<file path="config.mk">
export PLATFORM = sky130hd
export DESIGN_NAME = tt_settle_timer
export DESIGN_NICKNAME = d
export VERILOG_FILES = /design/src/rtl/tt_settle_timer.sv
export SDC_FILE = /design/constraint.sdc
export NUM_CORES = 1
export LEC_CHECK = 0
export ABC_AREA = 1
export BUFFER_PORTS_ARGS = -buffer_cell sky130_fd_sc_hd__buf_2
export CELL_PAD_IN_SITES_DETAIL_PLACEMENT = 1
export CELL_PAD_IN_SITES_GLOBAL_PLACEMENT = 2
export CORE_AREA = 2 2 39 41
export CTS_CLUSTER_SIZE = 8
export DETAILED_ROUTE_END_ITERATION = 16
export DIE_AREA = 0 0 41 43
export PLACE_DENSITY_LB_ADDON = 0.1
export RECOVER_POWER = 50
export SYNTH_ARGS = -nofsm -noshare
export SYNTH_HDL_FRONTEND = slang
export SYNTH_SLANG_ARGS = --single-unit
</file>
<file path="constraint.sdc">
create_clock -name clk -period 2.9 [get_ports clk]
set_clock_uncertainty 0.1 [all_clocks]
set_input_delay 0.145 -clock clk [delete_from_list [all_inputs] [get_ports clk]]
set_output_delay 0.145 -clock clk [all_outputs]
set_load 0.005 [all_outputs]
</file>
<file path="src/rtl/tt_settle_timer.sv">
// Settle-interval counter: clear, load and count-enable, with a terminal-count flag
// that fires on the last settle cycle (or permanently when no settling is needed).
module tt_settle_timer #(
    parameter int unsigned SETTLE_CYCLES = 2,
    parameter int unsigned CNT_W         = 4
) (
    input  logic             clk,
    input  logic             rst,
    input  logic             clear,
    input  logic             load,
    input  logic [CNT_W-1:0] load_val,
    input  logic             en,
    output logic             tc
);

    // Count value seen during the final settle cycle
    localparam logic [CNT_W-1:0] LAST =
        (SETTLE_CYCLES == 0) ? '0 : CNT_W'(SETTLE_CYCLES - 1);

    logic [CNT_W-1:0] count_q;

    // Counter register: clear has priority over load, load over increment
    always_ff @(posedge clk) begin
        if (rst) begin
            count_q <= '0;
        end else if (clear) begin
            count_q <= '0;
        end else if (load) begin
            count_q <= load_val;
        end else if (en) begin
            count_q <= count_q + 1'b1;
        end
    end

    // Terminal count; constant high when the settle phase is skipped
    always_comb begin
        tc = (SETTLE_CYCLES == 0) ? 1'b1 : (count_q == LAST);
    end

endmodule

</file>
== After elaboration in Yosys (flattened, before gate mapping) ==
Index checks and enable logic that the tools add are counted.

* Word-level logic and storage cells: 7
* Bits in writable memories: 0
* Output and inout bits: 1
* Input port bits: 9
* Register bits: 4
* Bits in latches: 0
* Bits in read-only memories: 0
* Memories: 0

* Reductions and logical operators: 2
* Div/mod/pow operators: 0
* Muxes and demuxes: 2
* Bitwise logic cells: 0
* $mul: 0
* Shift operators: 0
* Add/subtract/negate cells: 1
* Eq/ne operators: 1
* Magnitude comparators: 0

{| class="wikitable"
|+ Operators by type and width
! operator !! number
|-
| $mux W4 || 2
|-
| $add A4 B1 Y4 const B || 1
|-
| $eq A4 B1 Y1 const B || 1
|-
| $reduce_bool A2 Y1 || 1
|-
| $reduce_or A2 Y1 || 1
|}

== Logic depth before layout (Yosys ltp) ==
* Word-level depth: 3
* Mapped depth: 5
* Depth with buffers taken out: 5

== Worst setup path after synthesis ==
OpenSTA, ideal clock, no wires.

* Path type: register to register
* Start point: register count_q[1]
* End point: register count_q[1]
* Cell stages (with the launch flop): 6
* Data required time: 2.687 ns
* Path buffers: 0
* Slack: 1.822 ns
* Clock period less this slack: 1.078 ns
* Library setup time: 0.113 ns
* Arrival time: 0.865 ns
* Cells stage by stage: dfxtp_1 inv_1 ha_1 o21ai_2 o21ai_1 inv_1

* Word-level cells in the longest chain between the ends: 3

{| class="wikitable"
|+ RTL lines
! what !! RTL line !! RTL
|-
| start: declaration || 20 || <nowiki>logic [CNT_W-1:0] count_q;</nowiki>
|-
| start signal: assignment || 29 || <nowiki>count_q <= load_val;</nowiki>
|-
| start signal: assignment || 31 || <nowiki>count_q <= count_q + 1'b1;</nowiki>
|-
| $add A4 B1 Y4 || 31 ||
|-
| $mux W4 || 30 || <nowiki>end else if (en) begin</nowiki>
|-
| $mux W4 || 28 || <nowiki>end else if (load) begin</nowiki>
|}

Every way passes these cells. The select of a mux whose other input is x is not followed.
A chain may end at the register's enable or synchronous reset.

== Worst setup path in the final report ==
* Start point: register count_q[1]
* End point: output tc

* Word-level cells in the longest chain between the ends: 1

{| class="wikitable"
|+ RTL lines
! what !! RTL line !! RTL
|-
| $eq A4 B1 Y1 || 37 || <nowiki>tc = (SETTLE_CYCLES == 0) ? 1'b1 : (count_q == LAST);</nowiki>
|-
| end: declaration || 13 || <nowiki>output logic tc</nowiki>
|}

Every way passes these cells.

==> impl_metrics.csv <==
group,metric,value,unit
timing,finalSetupTns,0,ns
timing,slew_headroom,81.5,%
synthesis,syn_area,256,um^2
placement,hpwl,559,um
cts,numCtsBuffers,3,
floorplan,die_h,43,um
synthesis,synth-seq-cells,4,
grt,grt_pass1_wl,1.29,mm
timing,worst_pin_slew,0.277,ns
worst_setup_path,cp_data_required_time,2.65,ns
drt,via_per_inst,4.13,
drt,via_count,264,
drt,antenna_left,0,
cells_and_area,final_util,24.6,%
pwr,p_comb_share,13.1,%
cells_and_area,seqCellArea,80.1,um^2
synthesis,syn_nets,47,
cts,clock_path_buffers,2,
synthesis,synth-edff-count,0,
floorplan,ios,10,
drt,dr.first_iter.drc_count,6,
worst_setup_path,startpoint_type,"flip-flop",
pwr,pwr-share-seq,39.0,%
pwr,irDropWorstVdd,0.181,mV
cts,clk_pin_slew,0.05,ns
flow_run,max_cap_violations,0,
synthesis,ys_warn_count,0,
synthesis,yosysMostFrequentCell,"nand2_1",
synthesis,ys_seq_area_share,31.2,%
worst_setup_path,arrival,1.12,ns
drt,dr.pass1.iters,2,
cells_and_area,nNetsFinal,61,
pwr,switching_share,26.4,%
cts,postCtsSetupBuffers,0,
cts,cts.sinks,4,
cts,post_cts_resized,0,
pwr,power.density,453,nW/um^2
cells_and_area,syn_to_final_growth,32.7,%
placement,gp_congestion,0.684,
grt,grt_pass1_vias,303,
cts,cts_root_buffer,"clkbuf_4",
floorplan,die_w,41,um
timing,hold_viol,0,
synthesis,async_flop_share,0,%
timing,final_max_slew_viol_count,0,
worst_setup_path,crit_path_end_kind,"output pin",
grt,grt_antenna_before_repair,0,
cells_and_area,largestRegisters,"count_q x4",
synthesis,yosys-top-cells-count,"7 x nand2_1, 6 x inv_1, 4 x dfxtp_1",
run_status,status,"completed",
worst_setup_path,crit_fanout,4,
synthesis,synth_ff_type,"dfxtp_1",
synthesis,synthTopCellsByArea,"dfxtp_1 31%, nand2_1 10%, ha_1 9.8%",
synthesis,synth_cell_types,19,
timing,rsz0062_at_grt,"false",
grt,grt_max_degree,7,
timing,min_period_over_period,47.2,%
worst_setup_path,rrSetupSlack,1.73,ns
min_path,hp-class,"input pin to flip-flop",
drt,drt-wirelength-per-cell,10.9,um
pwr,p_leak,0.177,nW
synthesis,synth_cells,36,
pwr,switchingPower,0.0000407,W
floorplan,coreArea,1380,um^2
pwr,power_frac_clock,47.9,%
pwr,p_int,0.000114,W
cells_and_area,fillers,187,
cts,holdBufCountCts,0,
grt,grt_usage,11.4,%
cts,cts_tree,"built",
cells_and_area,drive_gt1_share,31.3,%
worst_setup_path,worst-setup-path-type,"flip-flop to output pin",
timing,max_freq,731,MHz
cts,htreeDepth,1,
cells_and_area,final_cells,64,
synthesis,synth_largest_area_cell,"dfxtp_1",
cells_and_area,largest_register_ffs,4,
grt,grt-ovfl-total,0,
drt,drc,0,
placement,portBuffers,9,
cells_and_area,multi_input_area,146,um^2
floorplan,initial_core_util,18.5,%
floorplan,fp-row-count,14,
cells_and_area,regMostFlops,"count_q",
synthesis,avgSynthCellArea,7.12,um^2
drt,wirelength,695,um
floorplan,die_area,1760,um^2
cts,clkLatencyLatePin,0.24,ns
timing,min_period,1.37,ns
timing,setup_violations,0,
cells_and_area,antenna_cells,0,
placement,dp_cells,61,
synthesis,yosys.area.top_type_share,31.2,%
layout make-up:
| type | count | share of cell area [%] |
|---|---|---|
| Multi-Input combinational cell | 25 | 43.0 |
| Sequential cell | 4 | 23.5 |
| Timing Repair Buffer | 9 | 13.2 |
| Inverter | 7 | 7.72 |
| Clock buffer | 3 | 6.62 |
| Tap cell | 16 | 5.88 |
cell families (layout without fill, tap and decap cells):
group | Yosys count | after routing | share of synthesized area [%]
compound gates | 7 | 7 | 18.5
buf+inv | 7 | 19 | 10.2
fa+ha+maj | 2 | 2 | 9.75
flops | 4 | 4 | 31.2
simple gates | 15 | 15 | 26.8
xor+xnor | 1 | 1 | 3.42
critical path, stage by stage, from the launching register on:
cell,delay [ns]
dfxtp_1,0.38
inv_1,0.07
ha_1,0.17
nor3b_1,0.13
buf_2,0.12
cell usage in the layout, fill, tap and decap left out:
cell and count:
clkbuf_4 3, nor3b_1 1, inv_2 1, a21oi_1 2
o211ai_1 1, o21ai_1 1, ha_1 2, o21ai_0 1
a21boi_1 1, buf_2 9, nor3_1 1, nand3_1 2
xor2_1 1, dfxtp_1 4, nand2_2 1, o21ai_2 1
nor2_1 2, nand2_1 7, nand4_1 1, inv_1 6
worst paths after layout:
kind                                  start    endpoint  cells after the start
worst max-delay path             count_q[1]          tc                      4
worst min-delay path            load_val[2]  count_q[2]                      3
worst min register to register   count_q[3]  count_q[3]                      4
worst max register to register   count_q[1]  count_q[1]                      5
per-stage QoR:
| step | hold slack (ns) | instance area, um^2 | setup WS (ns) | power [W] |
|---|---|---|---|---|
| detailed placement | 0.337 | 322 | 1.73 | 0.0000822 |
| global route | 0.122 | 340 | 1.44 | 0.000164 |
| CTS | 0.0923 | 344 | 1.51 | 0.000157 |
| floorplan | 0.195 | 256 | 1.82 | 0.0000714 |
| global placement | 0.334 | 322 | 1.74 | 0.0000820 |
| finish | 0.0919 | 340 | 1.53 | 0.000154 |
metal layers:
layer  part of all wire, %  routed length (um)  global-route usage, %  vias up
met1                    41                 286                   12.1      118
met2                    54                 378                   17.2        6
met5                     0                   0                      0        -
met4                     0                   0                   6.00        0
li1                      -                   -                      -      140
met3                   4.5                  31                   6.28        0
power groups by stage:
stage | clock [W] | sequential [W] | combinational (W)
3_5_place_dp | 0 | 0.0000612 | 0.0000210
2_1_floorplan | 0 | 0.0000604 | 0.0000109
4_1_cts | 0.0000759 | 0.0000602 | 0.0000212
3_3_place_gp | 0 | 0.0000614 | 0.0000206
6_report | 0.0000738 | 0.0000602 | 0.0000202
5_1_grt | 0.0000794 | 0.0000606 | 0.0000242
No activity file was read; power rests on OpenSTA's default activity.
